## src/rtl/mapu_row_packer.sv

```systemverilog
// Row packer feeding the 3x3 matrix APU.
// Groups a serial element stream into 3-wide rows and queues them in a small row FIFO.
//
// Ports:
//   clk, reset_n        clock, async active-low reset
//   i_clr               synchronous abort of partial row, FIFO and pair position
//   i_vld/o_rdy/i_data  upstream element handshake; i_op is sampled on element 0 of a pair
//   o_vld/i_rdy         downstream row handshake; o_r0..o_r2 carry the head row
//   o_en, o_op          APU enable and the op code of the pair in flight
//   o_pair_done         pulses the cycle after row 5 of a pair is transferred
module mapu_row_packer #(
    parameter int DATA_WIDTH = 32,
    parameter int FIFO_DEPTH = 2
) (
    input  logic                  clk,
    input  logic                  reset_n,
    input  logic                  i_clr,
    input  logic                  i_vld,
    output logic                  o_rdy,
    input  logic [DATA_WIDTH-1:0] i_data,
    input  logic [1:0]            i_op,
    input  logic                  i_rdy,
    output logic                  o_vld,
    output logic [DATA_WIDTH-1:0] o_r0,
    output logic [DATA_WIDTH-1:0] o_r1,
    output logic [DATA_WIDTH-1:0] o_r2,
    output logic                  o_en,
    output logic [1:0]            o_op,
    output logic                  o_pair_done
);

    localparam logic [1:0] FULL_CNT = 2'(FIFO_DEPTH);

    logic [1:0]            elem_idx;
    logic [2:0]            in_row;
    logic [2:0]            row_in_pair;
    logic [1:0]            op_cur;
    logic [DATA_WIDTH-1:0] asm0, asm1;
    logic [DATA_WIDTH-1:0] mem_r0 [2];
    logic [DATA_WIDTH-1:0] mem_r1 [2];
    logic [DATA_WIDTH-1:0] mem_r2 [2];
    logic [1:0]            mem_tag [2];
    logic                  wr_ptr, rd_ptr;
    logic [1:0]            count;
    logic [DATA_WIDTH-1:0] hold_r0, hold_r1, hold_r2;
    logic [3:0]            win;

    logic acc, push, pop;

    // Ready looks only at registered state so the APU ready never
    // ripples back upstream; a full FIFO stalls only the row-closing beat.
    assign o_rdy = !i_clr && ((elem_idx != 2'd2) || (count != FULL_CNT));
    assign acc   = i_vld && o_rdy;
    assign push  = acc && (elem_idx == 2'd2);
    assign o_vld = (count != 2'd0);
    assign pop   = o_vld && i_rdy && !i_clr;

    // An empty FIFO keeps showing the last row handed downstream.
    assign o_r0 = o_vld ? mem_r0[rd_ptr] : hold_r0;
    assign o_r1 = o_vld ? mem_r1[rd_ptr] : hold_r1;
    assign o_r2 = o_vld ? mem_r2[rd_ptr] : hold_r2;

    always_ff @(posedge clk or negedge reset_n) begin
        if (!reset_n) begin
            elem_idx    <= 2'd0;
            in_row      <= 3'd0;
            row_in_pair <= 3'd0;
            op_cur      <= 2'd0;
            asm0        <= '0;
            asm1        <= '0;
            for (int i = 0; i < 2; i++) begin
                mem_r0[i]  <= '0;
                mem_r1[i]  <= '0;
                mem_r2[i]  <= '0;
                mem_tag[i] <= 2'd0;
            end
            wr_ptr      <= 1'b0;
            rd_ptr      <= 1'b0;
            count       <= 2'd0;
            hold_r0     <= '0;
            hold_r1     <= '0;
            hold_r2     <= '0;
            win         <= 4'd0;
            o_en        <= 1'b0;
            o_op        <= 2'd0;
            o_pair_done <= 1'b0;
        end else if (i_clr) begin
            elem_idx    <= 2'd0;
            in_row      <= 3'd0;
            row_in_pair <= 3'd0;
            wr_ptr      <= 1'b0;
            rd_ptr      <= 1'b0;
            count       <= 2'd0;
            win         <= 4'd0;
            o_en        <= 1'b0;
            o_pair_done <= 1'b0;
        end else begin
            if (acc) begin
                elem_idx <= (elem_idx == 2'd2) ? 2'd0 : elem_idx + 2'd1;
                if (elem_idx == 2'd0) asm0 <= i_data;
                if (elem_idx == 2'd1) asm1 <= i_data;
                if (elem_idx == 2'd0 && in_row == 3'd0) op_cur <= i_op;
            end

            if (push) begin
                mem_r0[wr_ptr]  <= asm0;
                mem_r1[wr_ptr]  <= asm1;
                mem_r2[wr_ptr]  <= i_data;
                mem_tag[wr_ptr] <= op_cur;
                wr_ptr          <= ~wr_ptr;
                in_row          <= (in_row == 3'd5) ? 3'd0 : in_row + 3'd1;
            end

            if (pop) begin
                rd_ptr      <= ~rd_ptr;
                hold_r0     <= mem_r0[rd_ptr];
                hold_r1     <= mem_r1[rd_ptr];
                hold_r2     <= mem_r2[rd_ptr];
                row_in_pair <= (row_in_pair == 3'd5) ? 3'd0 : row_in_pair + 3'd1;
            end

            unique case (1'b1)
                push && !pop: count <= count + 2'd1;
                pop && !push: count <= count - 2'd1;
                default:      count <= count;
            endcase

            o_pair_done <= pop && (row_in_pair == 3'd5);

            // Enable opens on a pair's first row and lingers eight cycles
            // past its done pulse; a new pair cancels the countdown.
            if (pop && row_in_pair == 3'd0) begin
                o_op <= mem_tag[rd_ptr];
                o_en <= 1'b1;
                win  <= 4'd0;
            end else if (o_pair_done) begin
                win <= 4'd8;
            end else if (win != 4'd0) begin
                win <= win - 4'd1;
                if (win == 4'd1) o_en <= 1'b0;
            end
        end
    end

endmodule

```

## config.mk

```make
export PLATFORM = sky130hd
export DESIGN_NAME = mapu_row_packer
export DESIGN_NICKNAME = d
export VERILOG_FILES = /design/src/rtl/mapu_row_packer.sv
export SDC_FILE = /design/constraint.sdc
export NUM_CORES = 1
export LEC_CHECK = 0
export CAP_MARGIN = 20
export CORE_UTILIZATION = 25
export DETAILED_ROUTE_END_ITERATION = 7
export PLACE_DENSITY_LB_ADDON = 0.25
export SYNTH_ARGS = -nofsm -noshare
export SYNTH_HDL_FRONTEND = slang
export SYNTH_SLANG_ARGS = --single-unit
```

## constraint.sdc

```tcl
create_clock -name clk -period 2.95 [get_ports clk]
set_clock_uncertainty 0.05 [all_clocks]
set_input_delay 0.295 -clock clk [delete_from_list [all_inputs] [get_ports clk]]
set_output_delay 0.295 -clock clk [all_outputs]
set_load 0.005 [all_outputs]
```

==> run_results.csv, run 1 <==
group,metric,value,unit
critical_path,cp.required,2.61,ns
cts,clock_latency,0.55,ns
floorplan,initial_core_util,25.49,%
cts,cts_tree,"done",
cts,cts-buffers-inserted,44,
floorplan,coreArea,63430,um2
critical_path,timing.rr.start,"count[1]$_DFFE_PN0P_",
floorplan,dieArea,65690,um2
critical_path,max_stage_delay,0.53,ns
critical_path,cp.arrival,2.53,ns
yosys,synth_edf_count,0,
critical_path,r2r-end,"mem_r1[51]$_DFFE_PN0P_",
yosys,yosys_warnings,0,
cts,cts_max_path_buffers,3,
global_route,grt-ovfl-total,0,
yosys,synth_seq_area_share,58.51,%
global_route,grt_pass1_wl,69.21,mm
critical_path,path_class,"flip-flop to primary output",
sta,setup_viol,0,
worst_hold_path,min_to,"elem_idx[0]$_DFFE_PN0P_",
worst_hold_path,hold_start,"i_clr",
final_layout,area_growth,26.34,%
sta,slew_violations,0,
sta,slew_headroom,39.25,%
floorplan,io-pin-count,141,
place,dp_slack,0.3027,ns
yosys,synth_top_area_share,58.51,%
yosys,synthTopCellsByArea,"dfrtp_1 59%, mux2_2 18%, mux2i_1 6.1%",
yosys,syn_area_per_cell,12.43,um2
critical_path,cp-startpoint,"count[0]$_DFFE_PN0P_",
yosys,synthTopCellsByCount,"378 x dfrtp_1, 258 x mux2_2, 193 x o21ai_0",
cts,htreeDepth,2,
route,drt_drc_violations_left,0,
global_route,antenna_found_initial,2,
run_status,status,"completed",
yosys,syn_nets,1343,
sta,fin_crit_sh,97.46,%
global_route,grt_max_degree,76,
final_layout,post_route_cells_drive_above_1_share,26.88,%
place,finalWeightedCongestion,0.7316,
floorplan,fp.dieH,256.3,um
place,port_buffers,140,
global_route,grt_pass1_vias,10980,
global_route,grt_usage,13.61,%
yosys,syn_inst,1301,
critical_path,crit_top_cell,"buf_4",
power_and_ir_drop,p_leak,0.008732,uW
sta,timing.fmax,347.8,MHz
power_and_ir_drop,powerDensity,754.4,nW/um2
route,ant_nets,0,
route,routed_wl,44.20,mm
cts,cts_sinks,378,
place,dp.cells,2230,
route,vias_per_cell,4.572,
yosys,netlist_area,16170,um2
floorplan,die_w,256.3,um
job,maxCapViolCount,0,
critical_path,slowest_stage,"clkdlybuf4s50_1",
sta,period_minus_slack,2.875,ns
floorplan,rows,92,
route,wire_per_inst,19.01,um
critical_path,r2r_cells,6,
place,dp_hpwl,27.45,mm
worst_hold_path,hold_class,"input port to flip-flop",
critical_path,critPathMaxFanout,47,
yosys,yosysTopAreaCell,"dfrtp_1",
final_layout,nets,1487,
route,vias,10630,
cts,cts-root-buf,"clkbuf_16",
yosys,synthFlopType,"dfrtp_1",
critical_path,crit_path_end_kind,"primary output",
sta,finalWorstSetupSlack,0.07495,ns
yosys,ys_async_sr_fraction,100.0,%
critical_path,ff2ff_setup_slack,0.59,ns
route,drt_first_pass_iters,4,
yosys,synth_seq_cells,378,
final_layout,layout.cells.non_filler,2325,
route,drt_iter0_markers,481,
yosys,synth_most_common_cell,"dfrtp_1",
critical_path,critPathLaunchType,"flip-flop",
sta,finalHoldViolCount,0,
power_and_ir_drop,vdd_ir_drop_max,0.0003192,V
worst_hold_path,hold_path_depth,2,
cts,clk_pin_slew,0.06,ns
yosys,synth_cell_types,40,
critical_path,worstPathCellList,"or2_4, buf_4, buf_12, buf_4, a21oi_1, clkdlybuf4s50_1",
sta,tightest_slew,0.9112,ns
-- cell type report --
type,count,area [um2]
inverters,3,11.26
multi-input cells,827,6372
diodes,2,5.005
clock buffers,65,1311
repair buffers,191,2006
flip-flops and latches,378,9465
well taps,846,1059
fillers,6252,43000
clock inverters,13,196.4
-- layout by cell type, fill, tap and decap left out, types with 3 or more instances in the layout --
cell type,count
nand2b_1,7
clkinv_2,6
clkbuf_16,45
clkdlybuf4s50_1,138
bufinv_16,5
nor3_1,5
o311ai_0,4
o21ai_0,193
mux2_2,258
a21oi_2,3
mux2i_1,97
a21oi_1,99
buf_12,17
nand3b_1,3
inv_1,3
nand2_1,7
nor2b_1,4
dfrtp_1,375
nor2_1,105
ha_1,3
mux2_1,9
clkbuf_1,9
clkbuf_8,11
buf_4,33
-- through the flow --
stage	hold slack, ns	power [uW]	setup TNS [ns]	cell area [um2]	utilization, %
2_1_floorplan	-0.05059	8423	0	16170	-
3_3_place_gp	0.2907	9756	0	18760	29.58
3_5_place_dp	0.3049	9864	0	18760	29.58
4_1_cts	0.1035	15700	0	20400	32.17
5_1_grt	0.1304	16320	-0.002770	20420	32.20
6_report	0.1361	15410	0	20430	32.20
-- where the power goes --
group / switching (uW) / internal [uW] / total [uW]
clock network: 2170 / 3500 / 5680
registers: 592 / 6230 / 6830
logic: 1350 / 1560 / 2910
total: 4120 / 11300 / 15400
-- worst max-delay path, delay by kind of cell, from the launching register on --
kind            cells  cell delay [ns]
buf+inv             4             1.04
flops               1             0.48
compound gates      1             0.12
simple gates        1             0.29
-- metal layers --
metal | track usage, % | part of all wire [%] | routed length [um] | vias to the layer above
met3 | 2.442 | 3.4 | 1485 | 66
met1 | 19.37 | 49 | 21860 | 5473
met4 | 3.892 | 2.3 | 1027 | 2
li1 | - | - | - | 4913
met5 | 0 | 0.029 | 13 | -
met2 | 21.01 | 45 | 19820 | 175
-- timing repair --
action / CTS / global route
buffers inserted: 10 / 2
hold buffers: 1 / 0
endpoints found under the setup margin: 90 / 20
gates cloned: 2 / 0
resized for setup: 7 / 1
endpoints found under the hold margin: 66 / 0
pin swaps: 1 / 0
-- flip-flops by register name, indices dropped and copies added (netlist names), 32 cells and up --
name	count
mem_r1	64
asm1	32
asm0	32
mem_r0	64
hold_r2	32
hold_r0	32
hold_r1	32
mem_r2	64
-- cell families after synthesis --
kind of cell,Yosys count,share of synthesized area (%)
flip-flops,378,58.51
multiplexers,365,24.67
AO/OA/AOI/OAI,308,9.798
AND/OR/NAND/NOR,146,4.125
buffers and inverters,98,2.507
XOR/XNOR,3,0.1626
adder cells (fa/ha/maj),3,0.2322
-- worst max-delay path by stage --
| stage | to | slack, ns | cells after the start |
|---|---|---|---|
| after global placement | o_r2[7] | 0.34 | 5 |
| after detailed placement | o_r2[7] | 0.30 | 5 |
| after floorplan | mem_r1[54]$_DFFE_PN0P_ | 0.98 | 6 |
| after CTS | o_r2[7] | 0.01 | 5 |
| after global routing | o_r0[28] | -0.003 | 6 |
| final | o_r0[28] | 0.07 | 6 |
No activity file was read; power rests on OpenSTA's default activity.
==> run 2, diff against run 1 <==
--- a/config.mk
+++ b/config.mk
@@ -8,6 +8,7 @@
 export CAP_MARGIN = 20
 export CORE_UTILIZATION = 25
 export DETAILED_ROUTE_END_ITERATION = 7
+export GPL_TIMING_DRIVEN = 0
 export PLACE_DENSITY_LB_ADDON = 0.25
 export SYNTH_ARGS = -nofsm -noshare
 export SYNTH_HDL_FRONTEND = slang
==> constraint.sdc (replaced) <==
create_clock -name clk -period 3.4 [get_ports clk]
set_clock_uncertainty 0.05 [all_clocks]
set_input_delay 0.34 -clock clk [delete_from_list [all_inputs] [get_ports clk]]
set_output_delay 0.34 -clock clk [all_outputs]
set_load 0.005 [all_outputs]
==> run 2 against run 1 <==
Compared with the run above:
- clock power shrank 24%
- wire length grew 6.7%
- worst setup slack gained 0.0017 ns
- via count grew 3.3%
- combinational power shrank 13%
- critical path type unchanged
- largest cell class unchanged
==> run_results.csv, run 2 (same netlist as run 1, synthesis figures left out) <==
group,metric,value,unit
power_and_ir_drop,p_leak,0.008591,uW
sta,rsz0062_at_grt,"no",
final_layout,antenna_cells,0,
final_layout,mostFrequentLayoutCell,"dfrtp_1",
floorplan,dieArea,65690,um2
route,vias,10980,
critical_path,crit_path_end_kind,"primary output",
run_status,status,"completed",
worst_hold_path,hold_class,"input port to flip-flop",
final_layout,seq_area,9463,um2
global_route,grt_max_degree,117,
floorplan,die_w,256.3,um
place,finalWeightedCongestion,0.8005,
sta,tightest_slew,1.023,ns
sta,setup_viol,0,
sta,finalHoldViolCount,0,
final_layout,layout.cells.non_filler,2360,
cts,cts_sinks,378,
route,vias_per_cell,4.650,
place,dp_hpwl,33.68,mm
floorplan,initial_core_util,25.49,%
floorplan,coreArea,63430,um2
critical_path,path_class,"flip-flop to primary output",
final_layout,fill_cells,6329,
route,ant_nets,0,
cts,cts-buffers-inserted,41,
critical_path,cp.arrival,2.93,ns
power_and_ir_drop,vdd_ir_drop_max,0.0003107,V
cts,clock_latency,0.53,ns
route,drt_iter0_markers,757,
cts,htreeDepth,2,
global_route,grt_pass1_vias,11610,
cts,cts_tree,"done",
route,drt_drc_violations_left,0,
cts,cts-root-buf,"clkbuf_16",
job,maxCapViolCount,0,
power_and_ir_drop,power,12750,uW
final_layout,fin_util,31.76,%
sta,timing.fmax,300.9,MHz
critical_path,critPathMaxFanout,10,
floorplan,fp.dieH,256.3,um
final_layout,design_area,20140,um2
route,wire_per_inst,19.98,um
sta,hold_ws,0.1408,ns
floorplan,io-pin-count,141,
route,routed_wl,47.16,mm
global_route,antenna_found_initial,1,
place,port_buffers,138,
global_route,grt-ovfl-total,0,
place,dpl_cell_area,18710,um2
route,drt_first_pass_iters,5,
cts,clk_pin_slew,0.06,ns
global_route,grt_pass1_wl,72.93,mm
critical_path,cp.required,3.01,ns
sta,slew_violations,0,
final_layout,largest_registers,"mem_r0 (64), mem_r1 (64), mem_r2 (64)",
cts,cts_max_path_buffers,3,
sta,fin_crit_sh,97.74,%
critical_path,critPathLaunchType,"flip-flop",
power_and_ir_drop,powerDensity,632.9,nW/um2
final_layout,post_route_cells_drive_above_1_share,26.68,%
sta,slew_headroom,31.63,%
floorplan,rows,92,
global_route,grt_usage,14.50,%
sta,period_minus_slack,3.323,ns
final_layout,nets,1528,
place,dp.cells,2289,
final_layout,multiInputGateArea,6415,um2
final_layout,area_growth,24.60,%
final_layout,layout_common_cells,"377 x dfrtp_1, 258 x mux2_2, 193 x o21ai_0",
[run 2: cell count changes in the layout (fill, tap and decap cells not counted), moves of 10 or more]
cell / previous run / this run
clkbuf_1: 9 / 58
buf_4: 33 / 4
buf_2: 0 / 28
a21oi_1: 99 / 74
a21oi_2: 3 / 27
buf_12: 17 / 0
clkbuf_2: 0 / 10
[run 2: cell type report]
| cell class | count | share of cell area, % |
|---|---|---|
| timing repair buffer | 143 | 7.398 |
| clock inverter | 9 | 0.3789 |
| tap | 846 | 5.255 |
| clock buffer | 62 | 5.932 |
| inverter | 3 | 0.05590 |
| sequential | 378 | 46.98 |
| buffer | 94 | 2.155 |
| multi-input combinational | 825 | 31.85 |
[run 2: stage by stage]
| step | setup slack (ns) | setup TNS (ns) |
|---|---|---|
| after global placement | -14.69 | -5534.20 |
| after CTS | 0.00001643 | 0 |
| final | 0.07669 | 0 |
| after detailed placement | -0.3181 | -3.022 |
| after global routing | 0.002570 | 0 |
| after floorplan | 1.430 | 0 |
[run 2: timing repair]
action	CTS	global route
hold buffers	1	0
endpoints found under the hold margin	54	0
resized for setup	43	26
endpoints found under the setup margin	98	42
buffers inserted	0	0
[run 2: report_power, final]
part	internal (uW)	switching [uW]	leakage [uW]
Combinational	1340	1200	0.00297
Sequential	5410	515	0.00500
Clock	2490	1790	0.000626
Total	9240	3510	0.00859
[run 2: final timing paths]
check                                       start                      end  slack (ns)  cells after the start
setup / recovery               rd_ptr$_DFFE_PN0P_                 o_r0[13]        0.08                      4
hold / removal                              i_vld  elem_idx[0]$_DFFE_PN0P_        0.14                      3
setup reg to reg             count[0]$_DFFE_PN0P_  hold_r1[24]$_DFFE_PN0P_        0.40                      6
hold reg to reg            mem_r1[54]$_DFFE_PN0P_   mem_r1[54]$_DFFE_PN0P_        0.44                      1
max in group asynchronous                 reset_n    in_row[0]$_DFFE_PN0P_        1.54                      4
min in group asynchronous                 reset_n    mem_r0[7]$_DFFE_PN0P_        0.28                      2
[run 2: critical path: stages, from the launching register on]
cell             delay (ns)
dfrtp_4                0.59
clkbuf_1               0.66
mux2i_1                0.23
a21oi_1                0.35
clkdlybuf4s50_1        0.57
[run 2: metal layers]
metal | vias up | share of wire, % | track usage (%)
li1 | 4993 | - | -
met1 | 5690 | 46 | 19.54
met2 | 218 | 47 | 23.74
met3 | 74 | 3.5 | 2.046
met4 | 0 | 3.1 | 4.990
met5 | - | 0 | 0
